File: src/rtl/stopwatch_pkg.sv
// Shared definitions for the stopwatch command scheduler: command codes, control
// bit map, accepted UART characters, scheduler states and small decode helpers.
package stopwatch_pkg;

   localparam logic [2:0] CMD_NONE  = 3'd0;
   localparam logic [2:0] CMD_HOUR  = 3'd1;
   localparam logic [2:0] CMD_MIN   = 3'd2;
   localparam logic [2:0] CMD_SEC   = 3'd3;
   localparam logic [2:0] CMD_RUN   = 3'd4;
   localparam logic [2:0] CMD_CLEAR = 3'd5;

   localparam int CTL_HOUR  = 0;
   localparam int CTL_MIN   = 1;
   localparam int CTL_SEC   = 2;
   localparam int CTL_RUN   = 3;
   localparam int CTL_CLEAR = 4;
   localparam int CTL_W     = 5;

   localparam logic [7:0] ASC_H_UC = 8'h48;
   localparam logic [7:0] ASC_H_LC = 8'h68;
   localparam logic [7:0] ASC_M_UC = 8'h4D;
   localparam logic [7:0] ASC_M_LC = 8'h6D;
   localparam logic [7:0] ASC_S_UC = 8'h53;
   localparam logic [7:0] ASC_S_LC = 8'h73;
   localparam logic [7:0] ASC_R_UC = 8'h52;
   localparam logic [7:0] ASC_R_LC = 8'h72;
   localparam logic [7:0] ASC_C_UC = 8'h43;
   localparam logic [7:0] ASC_C_LC = 8'h63;

   typedef enum logic [1:0] {
      ST_IDLE  = 2'd0,
      ST_ISSUE = 2'd1,
      ST_GAP   = 2'd2
   } sched_state_e;

   // Lowest set button bit wins; the rest are discarded without complaint.
   function automatic logic [2:0] btn_decode(input logic [CTL_W-1:0] b);
      logic [2:0] code;
      code = CMD_NONE;
      if (b[CTL_HOUR])       code = CMD_HOUR;
      else if (b[CTL_MIN])   code = CMD_MIN;
      else if (b[CTL_SEC])   code = CMD_SEC;
      else if (b[CTL_RUN])   code = CMD_RUN;
      else if (b[CTL_CLEAR]) code = CMD_CLEAR;
      return code;
   endfunction

   function automatic logic [2:0] uart_decode(input logic [7:0] ch);
      logic [2:0] code;
      case (ch)
         ASC_H_UC, ASC_H_LC: code = CMD_HOUR;
         ASC_M_UC, ASC_M_LC: code = CMD_MIN;
         ASC_S_UC, ASC_S_LC: code = CMD_SEC;
         ASC_R_UC, ASC_R_LC: code = CMD_RUN;
         ASC_C_UC, ASC_C_LC: code = CMD_CLEAR;
         default:            code = CMD_NONE;
      endcase
      return code;
   endfunction

   function automatic logic [CTL_W-1:0] cmd_onehot(input logic [2:0] code);
      logic [CTL_W-1:0] oh;
      oh = '0;
      case (code)
         CMD_HOUR:  oh[CTL_HOUR]  = 1'b1;
         CMD_MIN:   oh[CTL_MIN]   = 1'b1;
         CMD_SEC:   oh[CTL_SEC]   = 1'b1;
         CMD_RUN:   oh[CTL_RUN]   = 1'b1;
         CMD_CLEAR: oh[CTL_CLEAR] = 1'b1;
         default:   oh = '0;
      endcase
      return oh;
   endfunction

endpackage

File: src/rtl/cmd_fifo.sv
// Small synchronous FIFO for command codes. Pointers carry one extra wrap bit so
// that occupancy is simply write pointer minus read pointer.
module cmd_fifo #(
   parameter int DEPTH = 4,
   parameter int WIDTH = 3
) (
   input  logic                     clk,
   input  logic                     reset,
   input  logic                     push,
   input  logic                     pop,
   input  logic [WIDTH-1:0]         din,
   output logic [WIDTH-1:0]         dout,
   output logic                     full,
   output logic                     empty,
   output logic [$clog2(DEPTH):0]   count
);

   localparam int AW = $clog2(DEPTH);

   logic [AW:0]      wr_ptr_q, wr_ptr_d;
   logic [AW:0]      rd_ptr_q, rd_ptr_d;
   logic [WIDTH-1:0] mem_q [DEPTH];
   logic             push_ok;
   logic             pop_ok;

   // A push into a full queue is refused even if a pop frees a slot this cycle.
   always_comb begin
      count    = wr_ptr_q - rd_ptr_q;
      full     = (count == (AW+1)'(DEPTH));
      empty    = (count == '0);
      push_ok  = push && !full;
      pop_ok   = pop && !empty;
      wr_ptr_d = push_ok ? wr_ptr_q + (AW+1)'(1) : wr_ptr_q;
      rd_ptr_d = pop_ok  ? rd_ptr_q + (AW+1)'(1) : rd_ptr_q;
      dout     = mem_q[rd_ptr_q[AW-1:0]];
   end

   always_ff @(posedge clk) begin
      if (reset) begin
         wr_ptr_q <= '0;
         rd_ptr_q <= '0;
      end else begin
         wr_ptr_q <= wr_ptr_d;
         rd_ptr_q <= rd_ptr_d;
      end
   end

   always_ff @(posedge clk) begin
      if (push_ok) mem_q[wr_ptr_q[AW-1:0]] <= din;
   end

endmodule

File: src/rtl/stopwatch_cmd_scheduler.sv
// Merges button and UART stopwatch commands into a FIFO and issues them as
// registered one-hot control pulses separated by a fixed idle gap.
module stopwatch_cmd_scheduler
   import stopwatch_pkg::*;
#(
   parameter int FIFO_DEPTH = 4,
   parameter int GAP_CYCLES = 4
) (
   input  logic                          clk,
   input  logic                          reset,
   input  logic [4:0]                    btn_pulse,
   input  logic [7:0]                    rx_data,
   input  logic                          rx_valid,
   input  logic                          ovf_clr,
   output logic [4:0]                    control,
   output logic                          busy,
   output logic [$clog2(FIFO_DEPTH):0]   pending,
   output logic                          overflow
);

   localparam int GW = $clog2(GAP_CYCLES + 1);

   sched_state_e state_q, state_d;
   logic [GW-1:0] gap_cnt_q, gap_cnt_d;
   logic [4:0]    control_q, control_d;
   logic          overflow_q, overflow_d;
   logic          skid_vld_q, skid_vld_d;
   logic [2:0]    skid_code_q, skid_code_d;

   logic [2:0]    btn_code;
   logic [2:0]    uart_code;
   logic          wr_req;
   logic [2:0]    wr_code;
   logic          drop;
   logic          ovf_set;
   logic          push;
   logic          pop;
   logic [2:0]    fifo_dout;
   logic          fifo_full;
   logic          fifo_empty;
   logic [$clog2(FIFO_DEPTH):0] fifo_count;

   // Write arbitration: a displaced UART command in the skid always drains first.
   always_comb begin
      btn_code    = btn_decode(btn_pulse);
      uart_code   = rx_valid ? uart_decode(rx_data) : CMD_NONE;
      skid_vld_d  = 1'b0;
      skid_code_d = skid_code_q;
      wr_req      = 1'b0;
      wr_code     = CMD_NONE;
      drop        = 1'b0;
      if (skid_vld_q) begin
         wr_req  = 1'b1;
         wr_code = skid_code_q;
         drop    = (btn_code != CMD_NONE) || (uart_code != CMD_NONE);
      end else if (btn_code != CMD_NONE) begin
         wr_req  = 1'b1;
         wr_code = btn_code;
         if (uart_code != CMD_NONE) begin
            skid_vld_d  = 1'b1;
            skid_code_d = uart_code;
         end
      end else if (uart_code != CMD_NONE) begin
         wr_req  = 1'b1;
         wr_code = uart_code;
      end
      push       = wr_req && !fifo_full;
      ovf_set    = drop || (wr_req && fifo_full);
      overflow_d = overflow_q;
      if (ovf_set)      overflow_d = 1'b1;
      else if (ovf_clr) overflow_d = 1'b0;
   end

   // Issue FSM: control is loaded on the IDLE->ISSUE edge so it is purely registered.
   always_comb begin
      state_d   = state_q;
      gap_cnt_d = gap_cnt_q;
      control_d = '0;
      pop       = 1'b0;
      case (state_q)
         ST_IDLE: begin
            if (!fifo_empty) begin
               pop       = 1'b1;
               control_d = cmd_onehot(fifo_dout);
               state_d   = ST_ISSUE;
            end
         end
         ST_ISSUE: begin
            gap_cnt_d = GW'(GAP_CYCLES);
            state_d   = ST_GAP;
         end
         ST_GAP: begin
            gap_cnt_d = gap_cnt_q - GW'(1);
            if (gap_cnt_q == GW'(1)) state_d = ST_IDLE;
         end
         default: begin
            state_d = ST_IDLE;
         end
      endcase
   end

   always_ff @(posedge clk) begin
      if (reset) begin
         state_q    <= ST_IDLE;
         gap_cnt_q  <= '0;
         control_q  <= '0;
         overflow_q <= 1'b0;
         skid_vld_q <= 1'b0;
      end else begin
         state_q    <= state_d;
         gap_cnt_q  <= gap_cnt_d;
         control_q  <= control_d;
         overflow_q <= overflow_d;
         skid_vld_q <= skid_vld_d;
      end
   end

   always_ff @(posedge clk) begin
      skid_code_q <= skid_code_d;
   end

   cmd_fifo #(
      .DEPTH (FIFO_DEPTH),
      .WIDTH (3)
   ) u_fifo (
      .clk   (clk),
      .reset (reset),
      .push  (push),
      .pop   (pop),
      .din   (wr_code),
      .dout  (fifo_dout),
      .full  (fifo_full),
      .empty (fifo_empty),
      .count (fifo_count)
   );

   assign control  = control_q;
   assign overflow = overflow_q;
   assign pending  = fifo_count;
   assign busy     = (state_q != ST_IDLE) || !fifo_empty;

endmodule

File: config.mk
export PLATFORM = sky130hd
export DESIGN_NAME = stopwatch_cmd_scheduler
export DESIGN_NICKNAME = d
export VERILOG_FILES = /design/src/rtl/stopwatch_pkg.sv /design/src/rtl/cmd_fifo.sv /design/src/rtl/stopwatch_cmd_scheduler.sv
export SDC_FILE = /design/constraint.sdc
export NUM_CORES = 1
export LEC_CHECK = 0
export CAP_MARGIN = 10
export CORE_MARGIN = 2
export CORE_UTILIZATION = 57
export CTS_BUF_LIST = sky130_fd_sc_hd__clkbuf_4 sky130_fd_sc_hd__clkbuf_8 sky130_fd_sc_hd__clkbuf_16
export CTS_CLUSTER_DIAMETER = 150
export DETAILED_ROUTE_END_ITERATION = 8
export GPL_ROUTABILITY_DRIVEN = 1
export GPL_TIMING_DRIVEN = 0
export PLACE_DENSITY = 0.83
export SLEW_MARGIN = 10
export SYNTH_ARGS = -nofsm -noshare
export SYNTH_HDL_FRONTEND = slang
export SYNTH_SLANG_ARGS = --single-unit
export TNS_END_PERCENT = 10
File: constraint.sdc
create_clock -name clk -period 5.9 [get_ports clk]
set_input_delay 1.475 -clock clk [delete_from_list [all_inputs] [get_ports clk]]
set_output_delay 1.475 -clock clk [all_outputs]
set_load 0.1 [all_outputs]
==> impl_metrics.tcl <==
set metrics [dict create \
    grt_overflow 0 \
    clock_path_buffers 2 \
    insertion_delay_ns 0.36 \
    synth.most_common_cell "dfxtp_1" \
    post-route-period-util_pct 77.5 \
    clk_pin_slew_ns 0.10 \
    setup_viol 0 \
    synthCells 161 \
    h-tree-depth 2 \
    ys_async_sr_fraction_pct 0 \
    min_period_ns 4.57 \
    cp_slowest_stage_delay_ns 1.12 \
    cp_data_arrival_time_ns 3.10 \
    grt_pass1_vias 1370 \
    worst_r2r_path_depth 8 \
    maxSlewHeadroom_pct 35.1 \
    reg2reg_setup_slack_ns 3.47 \
    timing.fmax_ghz 0.219 \
    synth.distinct_cells 48 \
    hp-start "overflow$_SDFFE_PP0P_" \
    cts_tree "yes" \
    drv_slew 0 \
    routed_wl_um 3360 \
    start_util_pct 59.3 \
    cts_buffers 5 \
    rows 20 \
    dp_hpwl_um 2590 \
    finalSetupTns_ns 0 \
    multi_input_area_um2 882 \
    end_kind "output port" \
    synth_area_leader_cell "edfxtp_1" \
    required_ns 4.43 \
    crit_chain "inv_1 -> ha_1 -> fa_1 -> xor3_1 -> nor2_1 -> nand2_1 -> clkdlybuf4s50_1" \
    netlist.area_leader.share_pct 25.1 \
    post-cts-setup-buffers 0 \
    die_x_um 60.1 \
    drtIter0Drc 29 \
    ant_nets 0 \
    grt_pass1_wl_um 5640 \
    viasPerCell 5.54 \
    rsz0062_at_grt "no" \
    r2r_end "u_fifo.wr_ptr_q[2]$_SDFFE_PP0P_" \
    avgRoutedWirePerCell_um 14.2 \
    hold-path-endpoint "overflow$_SDFFE_PP0P_" \
    outcome "completed" \
    syn-num-nets 191 \
    place_congestion 0.779 \
    hold_class "flip-flop to flip-flop" \
    finClkSkew_ns 0.0125 \
    numPortBuffers 24 \
    cts.repair.resized 0 \
    ys.flop_type "dfxtp_1" \
    synth_area_mm2 0.00180 \
    regArea_um2 851 \
    crit_path_max_fanout 6 \
    synth-seq-cells 35 \
    ys_warn_count 0 \
    io_pins 27 \
    gr-usage-all-layers_pct 21.8 \
    cp_slowest_cell "clkdlybuf4s50_1" \
    core_mm2 0.00303 \
    antenna_cells 0 \
    ys_seq_area_share_pct 47.4 \
    cap_violations 0 \
    synth_common_cells "dfxtp_1, edfxtp_1, inv_1, ha_1, nor2_1" \
    num_vias 1312 \
    root_buffer "clkbuf_4" \
    fin_nets 222 \
    synth_area_per_cell_um2 11.2 \
    worst_slew_pin_slew_ns 0.970 \
    drc 0 \
    hold_violations 0 \
    start_kind "flip-flop" \
    synth_edf_count 15 \
    n_fill_cell 219 \
    die_y_um 60.1 \
    grt_max_degree 13 \
    dieArea_mm2 0.00362 \
    cts.sinks 35 \
    drive_above_1_share_pct 9.84 \
    antenna_found_initial 0 \
    firstDrtPassIters 4 \
    synthTopCellsByArea "edfxtp_1, dfxtp_1, ha_1" \
    ctsHoldBuffers 0 \
    whs_path_depth 2 \
    syn2layout_area_growth_pct 21.0 \
    r2r_start "u_fifo.wr_ptr_q[0]$_SDFFE_PP0P_" \
    path_class "flip-flop to output port" \
]
## critical path, delay by kind of cell, from the launching register on
family | cells | cell delay, ns
DFF | 1 | 0.45
and+or+nand+nor | 2 | 0.14
adders and majority gates | 2 | 0.59
xor gates and xnor gates | 1 | 0.30
buffers and inverters | 2 | 1.26
## logic make-up (layout without fill, tap and decap cells)
| kind of cell | count (synthesis) | count (layout) | share of synthesized area, % |
|---|---|---|---|
| AND/OR/NAND/NOR | 59 | 59 | 18.7 |
| flip-flops | 35 | 35 | 47.4 |
| AO/OA/AOI/OAI | 24 | 24 | 10.8 |
| buffers and inverters | 17 | 49 | 3.55 |
| adder cells (fa/ha/maj) | 14 | 14 | 10.0 |
| multiplexers | 8 | 8 | 6.82 |
| XOR/XNOR | 4 | 4 | 2.79 |
## worst max path at each step
stage	from	end	slack, ns	cells after the start
2_1_floorplan	u_fifo.wr_ptr_q[0]$_SDFFE_PP0P_	busy	1.61	6
3_3_place_gp	u_fifo.wr_ptr_q[0]$_SDFFE_PP0P_	busy	1.77	7
3_5_place_dp	u_fifo.wr_ptr_q[0]$_SDFFE_PP0P_	busy	1.72	7
4_1_cts	u_fifo.wr_ptr_q[0]$_SDFFE_PP0P_	busy	1.32	7
5_1_grt	u_fifo.wr_ptr_q[0]$_SDFFE_PP0P_	busy	1.20	7
6_report	u_fifo.wr_ptr_q[0]$_SDFFE_PP0P_	busy	1.33	7
## area by class of cell
cell class | count | area share [%]
clock buffer | 5 | 1.73
sequential | 35 | 39.1
multi-input combinational | 109 | 40.6
buffer | 3 | 0.518
clock inverter | 3 | 2.01
tap | 44 | 2.53
timing repair buffer | 24 | 11.1
inverter | 14 | 2.42
## sequential cells by signal, indices dropped and copies added (netlist names), named ones only
name             cells
control              5
gap_cnt_q            3
overflow             1
skid_code_q          3
skid_vld_q           1
state_q              2
u_fifo.mem_q        12
u_fifo.rd_ptr_q      3
u_fifo.wr_ptr_q      3
## routing by layer
metal  up-vias  share of wire, %  wire length (um)  GRT usage, %
li1        648                 -                 -             -
met1       631                42              1420          23.0
met2        28                51              1730          37.6
met3         5               4.5               151          8.66
met4         0               1.8                61          10.8
met5         -                 0                 0             0
## cell usage in the layout, fill, tap and decap left out, types with 2 or more instances in the layout
cell,n
clkdlybuf4s50_1,24
dfxtp_1,20
edfxtp_1,15
inv_1,14
nor2_1,12
ha_1,12
nand2_1,10
nor3_1,6
o31ai_1,5
a21oi_1,5
clkbuf_4,5
mux2i_1,4
and2_1,4
nand2b_1,4
nor2b_1,3
nand3_1,3
mux4_2,3
nor3b_1,2
and3_1,2
a31oi_1,2
xnor2_1,2
or3_4,2
clkbuf_1,2
nor4_1,2
nand4_1,2
## metrics by stage
stage	util (%)	hold WS, ns	area, um2	cells	setup WS, ns
after floorplan	-	0.450	1800	161	1.61
after CTS	71.8	0.488	2170	237	1.32
after global routing	71.8	0.511	2170	237	1.20
after global placement	69.1	0.462	2090	229	1.77
final	71.8	0.477	2170	237	1.33
after detailed placement	69.1	0.469	2090	229	1.72
Power is not shown: default switching activity piles up to over one toggle a cycle in this logic, so the estimate is an artifact.
